===== src/rtl/counter_4040_seq.sv =====
// Sequencer for an external 12-bit '4040-style ripple counter: clears it,
// drives a programmed number of clock pulses and verifies each settled value
// against an internal shadow count.
module counter_4040_seq #(
    parameter int unsigned WIDTH         = 12,
    parameter int unsigned CLR_CYCLES    = 2,
    parameter int unsigned HIGH_CYCLES   = 1,
    parameter int unsigned LOW_CYCLES    = 1,
    parameter int unsigned SETTLE_CYCLES = 4
) (
    input  logic             clk,
    input  logic             clr,
    input  logic             start,
    input  logic [WIDTH-1:0] target,
    input  logic             abort,
    input  logic [WIDTH-1:0] cnt_q,
    output logic             cnt_clk,
    output logic             cnt_clr,
    output logic             busy,
    output logic             done,
    output logic             err,
    output logic [WIDTH-1:0] count
);

    localparam int unsigned MAX_AB  = (CLR_CYCLES > HIGH_CYCLES) ? CLR_CYCLES : HIGH_CYCLES;
    localparam int unsigned MAX_CD  = (LOW_CYCLES > SETTLE_CYCLES) ? LOW_CYCLES : SETTLE_CYCLES;
    localparam int unsigned MAX_CYC = (MAX_AB > MAX_CD) ? MAX_AB : MAX_CD;
    localparam int unsigned PH_W    = (MAX_CYC > 1) ? $clog2(MAX_CYC) : 1;

    localparam logic [PH_W-1:0] CLR_LAST    = PH_W'(CLR_CYCLES - 1);
    localparam logic [PH_W-1:0] HIGH_LAST   = PH_W'(HIGH_CYCLES - 1);
    localparam logic [PH_W-1:0] LOW_LAST    = PH_W'(LOW_CYCLES - 1);
    localparam logic [PH_W-1:0] SETTLE_LAST = PH_W'(SETTLE_CYCLES - 1);

    typedef enum logic [2:0] {
        IDLE,
        CLEAR,
        SETTLE,
        CHECK,
        PULSE_HI,
        PULSE_LO,
        FINISH,
        ABORT
    } state_t;

    state_t           state;
    logic [PH_W-1:0]  phase;
    logic [WIDTH-1:0] tgt;

    // Sequencer state machine; all counter-facing and status outputs registered.
    always_ff @(posedge clk) begin
        if (clr) begin
            state   <= IDLE;
            phase   <= '0;
            tgt     <= '0;
            cnt_clk <= 1'b0;
            cnt_clr <= 1'b1;
            busy    <= 1'b0;
            done    <= 1'b0;
            err     <= 1'b0;
            count   <= '0;
        end else begin
            done <= 1'b0;
            if (abort && (state != IDLE) && (state != FINISH) && (state != ABORT)) begin
                state   <= ABORT;
                phase   <= '0;
                cnt_clk <= 1'b0;
                cnt_clr <= 1'b1;
                count   <= '0;
            end else begin
                case (state)
                    IDLE: begin
                        if (start && !abort) begin
                            state   <= CLEAR;
                            phase   <= '0;
                            tgt     <= target;
                            err     <= 1'b0;
                            count   <= '0;
                            cnt_clk <= 1'b0;
                            cnt_clr <= 1'b1;
                            busy    <= 1'b1;
                        end
                    end
                    CLEAR: begin
                        if (phase == CLR_LAST) begin
                            state   <= SETTLE;
                            phase   <= '0;
                            cnt_clr <= 1'b0;
                        end else begin
                            phase <= phase + PH_W'(1);
                        end
                    end
                    SETTLE: begin
                        if (phase == SETTLE_LAST) begin
                            state <= CHECK;
                            phase <= '0;
                        end else begin
                            phase <= phase + PH_W'(1);
                        end
                    end
                    CHECK: begin
                        // Only state in which the asynchronous counter outputs are looked at.
                        if (cnt_q != count) begin
                            err   <= 1'b1;
                            state <= FINISH;
                            done  <= 1'b1;
                            busy  <= 1'b0;
                        end else if (count == tgt) begin
                            state <= FINISH;
                            done  <= 1'b1;
                            busy  <= 1'b0;
                        end else begin
                            state   <= PULSE_HI;
                            phase   <= '0;
                            cnt_clk <= 1'b1;
                        end
                    end
                    PULSE_HI: begin
                        if (phase == HIGH_LAST) begin
                            // Shadow count advances with the falling edge the counter responds to.
                            state   <= PULSE_LO;
                            phase   <= '0;
                            cnt_clk <= 1'b0;
                            count   <= count + WIDTH'(1);
                        end else begin
                            phase <= phase + PH_W'(1);
                        end
                    end
                    PULSE_LO: begin
                        if (phase == LOW_LAST) begin
                            state <= SETTLE;
                            phase <= '0;
                        end else begin
                            phase <= phase + PH_W'(1);
                        end
                    end
                    FINISH: begin
                        state <= IDLE;
                    end
                    ABORT: begin
                        if (phase == CLR_LAST) begin
                            state <= IDLE;
                            phase <= '0;
                            busy  <= 1'b0;
                        end else begin
                            phase <= phase + PH_W'(1);
                        end
                    end
                    default: begin
                        state <= IDLE;
                    end
                endcase
            end
        end
    end

endmodule


===== config.mk =====
export PLATFORM = sky130hd
export DESIGN_NAME = counter_4040_seq
export DESIGN_NICKNAME = d
export VERILOG_FILES = /design/src/rtl/counter_4040_seq.sv
export SDC_FILE = /design/constraint.sdc
export NUM_CORES = 1
export LEC_CHECK = 0
export ABC_AREA = 0
export BUFFER_PORTS_ARGS = -buffer_cell sky130_fd_sc_hd__buf_2
export CAP_MARGIN = 5
export CORE_AREA = 2 2 50 86
export DETAILED_ROUTE_END_ITERATION = 8
export DIE_AREA = 0 0 52 88
export HOLD_SLACK_MARGIN = 0.08
export PLACE_DENSITY = 0.83
export SLEW_MARGIN = 15
export SYNTH_ARGS = -nofsm -noshare
export SYNTH_HDL_FRONTEND = slang
export SYNTH_SLANG_ARGS = --single-unit

===== constraint.sdc =====
create_clock -name clk -period 2.09 [get_ports clk]
set_input_delay 0.418 -clock clk [delete_from_list [all_inputs] [get_ports clk]]
set_output_delay 0.418 -clock clk [all_outputs]
set_load 0.03 [all_outputs]

After elaboration in Yosys (flattened, before gate mapping)
Cells that the tools add are included.
{"block": "word_totals", "register_bits": 34, "latch_bits": 0, "ram_bits": 0, "romBits": 0, "inputBits": 28, "mem_count": 0}
{"block": "classes", "n_addsub": 2, "mul": 0, "div_mod_pow": 0, "magnitude_cmp": 0, "eq_ne": 27, "n_shift": 0, "mux": 35, "bitwise_logic": 2, "n_reduce_logical": 26}
{"operator": "$ne A3 B3 Y1 const B", "count": 9}
{"operator": "$mux W12", "count": 2}
{"operator": "$pmux W12 S2", "count": 1}
{"operator": "$pmux W3 S8", "count": 1}
{"operator": "$mux W3", "count": 7}
{"operator": "$mux W2", "count": 8}
{"operator": "$ne A2 B2 Y1 const B", "count": 7}
{"operator": "$add A12 B1 Y12 const B", "count": 1}
{"operator": "$eq A12 B12 Y1", "count": 1}
{"operator": "$eq A3 B3 Y1 const B", "count": 4}
{"operator": "$ne A12 B12 Y1", "count": 1}
{"operator": "$mux W1", "count": 11}
{"operator": "$pmux W2 S5", "count": 1}
{"operator": "$reduce_and A5 Y1", "count": 2}
{"operator": "$reduce_and A3 Y1", "count": 3}
{"operator": "$reduce_bool A3 Y1", "count": 3}
{"operator": "$reduce_and A4 Y1", "count": 2}
{"operator": "$eq A3 B2 Y1 const B", "count": 2}
{"operator": "$pmux W1 S3", "count": 2}
{"operator": "$reduce_and A6 Y1", "count": 1}
{"operator": "$reduce_bool A2 Y1", "count": 3}
{"operator": "$reduce_or A2 Y1", "count": 3}
{"operator": "$reduce_bool A5 Y1", "count": 1}
{"operator": "$logic_and A1 B1 Y1", "count": 4}
{"operator": "other kinds (10)", "count": 12}

Longest topological paths before layout
Gate-level depths: netlist of the first run.
{"block": "depth", "word_depth": 6, "ltp_mapped": 9, "depth_no_buf": 7}

Worst setup path before layout of the first run
OpenSTA, ideal clock, no wires.
{"block": "synth_timing", "path_type": "register to register", "from": "register phase[0]", "to": "register count[10]", "setup_ns": 0.070, "arrival_time_ns": 1.855, "setup_slack_ns": 0.165, "stages_incl_launch_ff": 10, "n_path_buf": 2, "synth_period_minus_slack_ns": 1.925, "cell_sequence": "dfxtp_1 -> inv_1 -> ha_1 -> and2_1 -> buf_4 -> o2111ai_2 -> or2_0 -> buf_2 -> or3_1 -> a21oi_1"}
{"block": "synth_via", "elab_chain_len": 3}
{"element": "start, declared", "line_no": "47", "text": "logic [PH_W-1:0] phase;"}
{"element": "start signal, assigned", "line_no": "90", "text": "phase <= phase + PH_W'(1);"}
{"element": "start signal, assigned", "line_no": "98", "text": "phase <= phase + PH_W'(1);"}
{"element": "start signal, assigned", "line_no": "126", "text": "phase <= phase + PH_W'(1);"}
{"element": "$logic_not A2 Y1", "line_no": "119", "text": "if (phase == HIGH_LAST) begin"}
{"element": "$ne A2 B2 Y1 (no line)"}
{"element": "$reduce_and A3 Y1 (no line)"}
{"element": "end signal, assigned", "line_no": "124", "text": "count <= count + WIDTH'(1);"}
{"element": "end, declared", "line_no": "22", "text": "output logic [WIDTH-1:0] count"}
Every way passes these cells.
A chain may end at the register's enable or synchronous reset.

Worst setup path after layout of the first run
{"block": "layout_timing", "from": "register state[2]", "to": "register count[10]"}
{"block": "layout_via", "elab_chain_len": 5, "word_cells_on_any_way": 14}
{"element": "start, declared", "line_no": "46", "text": "state_t state;"}
{"element": "start signal, assigned", "line_no": "53", "text": "state <= IDLE;"}
{"element": "start signal, assigned", "line_no": "65", "text": "state <= ABORT;"}
{"element": "start signal, assigned", "line_no": "74", "text": "state <= CLEAR;"}
{"element": "branches (longest 5 deep; another with $eq A3 B3 Y1)"}
Parallel ways; which one is timed is not known.

==> results of run 1 <==
through the flow:
step	hold WS (ps)	cell area, um^2	power [W]	worst slack (ps)	utilization
after floorplan	449	2020	0.00160	165	-
after global placement	455	2390	0.00188	106	0.619
after detailed placement	436	2390	0.00190	58.3	0.619
after CTS	365	2490	0.00241	43.3	0.644
after global routing	376	2500	0.00260	25.4	0.646
final	371	2500	0.00242	141	0.646
critical path: cells and delay by family (launching register included):
family / cells / cell delay, ps
AO/OA/AOI/OAI: 2 / 280
AND/OR/NAND/NOR: 3 / 960
flip-flops: 1 / 650
registers in the layout, summed over array words and instances, names as in the netlist, 2 cells and up:
register and flops:
state 3, count 12, tgt 12, phase 2
per-layer routing:
| metal | up-vias | GRT usage | wire [um] |
|---|---|---|---|
| li1 | 993 | - | - |
| met2 | 68 | 0.481 | 2980 |
| met1 | 917 | 0.234 | 1900 |
| met5 | - | 0 | 0 |
| met4 | 0 | 0.153 | 236 |
| met3 | 20 | 0.0444 | 273 |
cell type report:
class	count	area, um^2
inverters	5	18.8
clock buffers	6	82.6
multi-input cells	197	1230
repair buffers	69	408
flip-flops and latches	34	682
clock inverters	2	12.5
fillers	361	1370
well taps	48	60.1
worst paths after layout:
| path | start | slack [ps] | end | cells after the start |
|---|---|---|---|---|
| setup / recovery | state[2] | 140 | count[10] | 5 |
| hold / removal | target[8] | 370 | tgt[8] | 3 |
| setup reg to reg | state[2] | 140 | count[10] | 5 |
| hold reg to reg | cnt_clr | 460 | cnt_clr | 1 |
cells by family (layout without fill, tap and decap cells):
group / Yosys count / after routing / share of synthesized area
AO/OA/AOI/OAI: 53 / 53 / 0.175
flip-flops: 34 / 34 / 0.338
adder cells (fa/ha/maj): 6 / 6 / 0.0372
AND/OR/NAND/NOR: 108 / 108 / 0.266
XOR/XNOR: 30 / 30 / 0.130
buffers and inverters: 24 / 82 / 0.0534
repair_timing:
action,CTS,global route
hold endpoints to repair,0,0
setup endpoints to repair,0,1
gates resized for setup,0,3
power by group:
group / switching (W) / internal (W) / leakage, nW
logic: 0.000567 / 0.000458 / 0.672
clock network: 0.000241 / 0.000265 / 0.0472
registers: 0.000153 / 0.000735 / 0.276
total: 0.000962 / 0.00146 / 0.996
placed cells by master, fill, tap and decap left out, types with 2 or more instances in the layout:
cell type  Yosys  routed
inv_1          5       5
xor2_1         2       2
nand4_1        8       8
and3b_1        2       2
a41o_1         2       2
o21ai_0       11      11
o211ai_1       2       2
nand2b_1       5       5
a211oi_1       2       2
buf_2          5      44
a31oi_1        2       2
or3_1          5       5
dfxtp_1       34      33
nand3_1        8       8
nor4b_1        2       2
nor2b_1        6       6
nor2_1        20      20
ha_1           6       5
buf_4          1      25
nand2_1       37      37
xnor2_1       28      28
nor3_1         7       6
a22o_1         2       2
a21oi_1       21      21
a31o_2         2       2
clkbuf_8       0       6
==> summary.txt, run 1 <==
Clock Latency Late Sink: 280 ps
initial antenna violation count: 0
routability cong.: 0.898
DP HPWL: 4200 um
WP data required: 2310 ps
final number of setup-violating endpoints: 0
unrepaired setup endpoints after global routing: false
vias in the first global route: 1946
PortBufs: 44
fin crit share: 0.933
pin count of the biggest net entering global routing: 22
top cells by count, synth: 37 x nand2_1, 34 x dfxtp_1, 28 x xnor2_1
Leak Pwr: 0.996 nW
dominant synthesized flop cell: dfxtp_1
critical path's slowest cell: dfxtp_1
Post-synth EDFFs: 0
Max Slew Vio Count: 0
hold buffer count at cts: 0
Layout Nets: 346
io pins: 45
total grt overflow: 0
outcome: completed
dominant cell by count in the synthesized netlist: nand2_1
share of layout cells above drive strength 1: 0.275
Mean Syn Cell Area: 7.90 um^2
Remaining DRCs: 0
Cells after Synth: 255
final antenna-violating net count: 0
Max stage delay on crit path: 650 ps
Worst Path Arrival: 2170 ps
Max IR drop VDD: 607 uV
dpl cells: 353
post-layout minimum cycle time: 1950 ps
worst rel slew slack: 0.654
synthesis-to-finish area growth: 24.0%
first-pass GRT wire length: 8400 um
die width: 52 um
antenna diode count: 0
Least-Margin Pin Slew: 518 ps
First-pass DRT Iterations: 4
clock sink total: 34
post-synthesis register bit count: 34
Power Density: 968 mW/mm^2
H-tree Lvls: 2
crit-path max FO: 16
vias per cell: 5.53
fmax: 513 MHz
clock skew: 2.65 ps
starting density of the core: 0.521
Crit Path Class: flip-flop to flip-flop
Synth Warn #: 0
WL/cell: 14.9 um
CP endpoint kind: flip-flop
GRT Total Usage: 0.251
register area share after synthesis: 0.338
die height: 88 um
vias post-DR: 1998
Mapped Area: 0.00202 mm^2
routed wire length: 5390 um
die footprint: 0.00458 mm^2
CP startpoint kind: flip-flop
share of the synthesized area in the top cell type: 0.338
clock slew at reported path FFs: 70 ps
Non-Filler Instances: 361
Fin Setup TNS: 0 ps
async set-reset flop share out of synthesis: 0
hold crit path type: input port to flip-flop
DRT iter0 DRCs: 28
synth unique cells: 44
row count: 30
final hold vios: 0
CP Cell Sequence: and2_1 > o2111ai_2 > or2_0 > or3_1 > a21oi_1
CTS buffer count: 5
syn_nets: 289
Max Root-Sink Buffers: 2
max cap viols: 0
synth top area cells: dfxtp_1 34%, xnor2_1 12%, nand2_1 6.9%, a21oi_1 5.2%, ha_1 3.7%
core footprint: 0.00387 mm^2
post-CTS setup buffer count: 0
cell taking the most area after synthesis: dfxtp_1
CTS root buf: clkbuf_8
CTS tree: yes
Note: power is estimated with default switching activity, not from simulation.
==> run 2, diff against run 1 <==
--- a/config.mk
+++ b/config.mk
@@ -8,11 +8,11 @@
 export ABC_AREA = 0
 export BUFFER_PORTS_ARGS = -buffer_cell sky130_fd_sc_hd__buf_2
 export CAP_MARGIN = 5
-export CORE_AREA = 2 2 50 86
+export CORE_AREA = 2 2 47 92
 export DETAILED_ROUTE_END_ITERATION = 8
-export DIE_AREA = 0 0 52 88
+export DIE_AREA = 0 0 49 94
 export HOLD_SLACK_MARGIN = 0.08
-export PLACE_DENSITY = 0.83
+export PLACE_DENSITY = 0.82
 export SLEW_MARGIN = 15
 export SYNTH_ARGS = -nofsm -noshare
 export SYNTH_HDL_FRONTEND = slang
==> run 2 against run 1 <==
  * Non-clock buffer count decreased by 12
  * Flip-flop and latch count stayed put
  * Wire length decreased by 2.3%
  * Sequential share of layout area rose by 1.1 points
  * Register-to-register slack is essentially flat
  * Design area fell by 4.0%
  * Die area increased by 0.66%
  * Sequential power fell by 0.9%
  * Maximum frequency shrank 0.60%
  * Global-route usage fell by 0.079 points
  * Count of clock-buffer cells in the layout down 1
==> summary.txt, run 2 (synthesis gave the netlist of run 1 again) <==
outcome: completed
die height: 94 um (+6.8%)
max cap viols: 0 (unchanged)
WP depth: 4 (-1)
final antenna-violating net count: 0 (unchanged)
Reg2Reg Depth: 4 (-1)
starting density of the core: 0.519 (-0.00235)
hold buffer count at cts: 0 (unchanged)
first-pass GRT wire length: 8670 um (+3.2%)
commonest non-fill, non-tap cell in the layout: buf_2
Fin Setup TNS: 0 ps (unchanged)
Max Slew Vio Count: 0 (unchanged)
Reg2Reg Capture Point: cnt_clk
sw frac: 0.404 (+0.00600)
Power Density: 971 mW/mm^2 (+0.25%)
Leak Pwr: 0.932 nW (-6.4%)
DP HPWL: 4160 um (-0.90%)
Remaining DRCs: 0 (unchanged)
fin crit share: 0.938 (+0.00564)
vias in the first global route: 1857 (-4.6%)
CTS resizes: 0 (unchanged)
clock slew at reported path FFs: 70 ps (about the same)
Clk pwr share: 0.195 (-0.014)
First-pass DRT Iterations: 4 (unchanged)
initial antenna violation count: 0 (unchanged)
Hold Path End: tgt[10]
Finished Core Util: 0.618 (-0.0287)
Clock Latency Late Sink: 280 ps (about the same)
Crit Path Class: flip-flop to flip-flop
most frequent cells in the layout: 44 x buf_2, 37 x nand2_1, 34 x dfxtp_1, 28 x xnor2_1, 21 x a21oi_1
share of layout cells above drive strength 1: 0.247 (-0.0281)
CTS tree: yes
final hold vios: 0 (unchanged)
synthesis-to-finish area growth: 19.0%
GRT Total Usage: 0.251 (-0.000792)
core footprint: 0.00388 mm^2 (+0.45%)
fmax: 510 MHz (-0.60%)
CP Cell Sequence: xnor2_1 > nand4_1 > o31ai_1 > o21ai_0
routed wire length: 5270 um (-2.3%)
hold wc startpoint: target[10]
Non-Filler Instances: 351 (-2.8%)
crit-path max FO: 8 (-8)
WP buf/inv: 0 (unchanged)
Max Root-Sink Buffers: 2 (unchanged)
clock sink total: 34 (unchanged)
row count: 32 (+6.7%)
Combinational Power Share: 0.427 (+0.003)
Worst R2R Start: count[1]
biggest registers after layout: count (12), tgt (12), state (3)
CTS root buf: clkbuf_8
hold crit path type: input port to flip-flop
CTS buffer count: 5 (unchanged)
worst rel slew slack: 0.324 (-0.330)
Worst Path Arrival: 2090 ps (-80 ps)
Max IR drop VDD: 769 uV (+27%)
final number of setup-violating endpoints: 0 (unchanged)
antenna diode count: 0 (unchanged)
pin count of the biggest net entering global routing: 22 (unchanged)
Psw: 0.000940 W (-2.3%)
vias post-DR: 1935 (-3.2%)
post-layout minimum cycle time: 1960 ps (+11.8 ps)
part of the power in registers: 0.378 (+0.011)
die footprint: 0.00461 mm^2 (+0.66%)
Least-Margin Pin Slew: 1010 ps (+487 ps)
crit-path leading delay family: compound AO/OA/AOI/OAI gates
WL/cell: 15.0 um (+0.46%)
dpl cells: 344 (-2.5%)
CP startpoint kind: flip-flop
clock skew: 2.65 ps (-0.00513 ps)
H-tree Lvls: 2 (unchanged)
vias per cell: 5.51 (-0.39%)
PortBufs: 44 (unchanged)
total grt overflow: 0 (unchanged)
Internal Pwr Total: 0.00139 W (-4.7%)
Max stage delay on crit path: 850 ps (+200 ps)
WP data required: 2220 ps (-90 ps)
die width: 49 um (-5.8%)
post-CTS setup buffer count: 0 (unchanged)
DRT iter0 DRCs: 50 (+79%)
CP endpoint kind: flip-flop
critical path's slowest cell: o31ai_1
io pins: 45 (unchanged)
unrepaired setup endpoints after global routing: false
routability cong.: 0.894 (-0.39%)
worst hold path depth: 3 (unchanged)
Layout Nets: 334 (-3.5%)
flop-to-flop setup slack: 130 ps (about the same)
[run 2: cell count changes in the layout (fill, tap and decap cells not counted)]
cell        delta
dfxtp_1        +1
or2_0          -1
dfxtp_2        -1
or2_4          +1
and2_1         -1
clkinvlp_4     -1
clkinv_2       +1
buf_4         -12
clkbuf_8       -1
and2_2         +1
[run 2: per-layer routing]
layer / vias to the layer above / global-route usage / share of wire
li1: 973 / - / -
met1: 896 / 0.244 / 0.35
met2: 52 / 0.493 / 0.58
met3: 14 / 0.0303 / 0.028
met4: 0 / 0.136 / 0.042
met5: - / 0 / 0
[run 2: final cells by class]
type	instances	area, um^2
clock buffers	5	68.8
clock inverters	2	10.0
fillers	377	1490
inverters	5	18.8
multi-input cells	197	1240
flip-flops and latches	34	681
well taps	51	63.8
repair buffers	57	318
[run 2: power by group through the flow]
stage | sequential, W | combinational, W | clock, W
floorplan | 0.000839 | 0.000757 | 0
global placement | 0.000887 | 0.000966 | 0
detailed placement | 0.000888 | 0.000984 | 0
CTS | 0.000874 | 0.000985 | 0.000468
global route | 0.000896 | 0.00112 | 0.000495
finish | 0.000880 | 0.000995 | 0.000453
[run 2: how the worst max path moves through the flow]
stage | from | end | slack (ps)
after global routing | count[3] | cnt_clk | 10
final | count[1] | cnt_clk | 130
after detailed placement | phase[0] | state[0] | 40
after global placement | phase[0] | state[0] | 70
after floorplan | phase[0] | count[10] | 170
after CTS | phase[0] | state[0] | 30
[run 2: stage by stage]
stage / power, W / setup slack [ps] / area (um^2) / hold slack (ps)
finish: 0.00233 / 129 / 2400 / 369
floorplan: 0.00160 / 165 / 2020 / 449
CTS: 0.00233 / 26.6 / 2390 / 367
global route: 0.00251 / 13.6 / 2400 / 375
global placement: 0.00185 / 69.2 / 2310 / 433
detailed placement: 0.00187 / 37.3 / 2310 / 440
[run 2: worst reg2reg max path, cell delays in order, from the launching register on]
cell     delay (ps)
dfxtp_1         510
xnor2_1         170
nand4_1          90
o31ai_1         850
o21ai_0         190
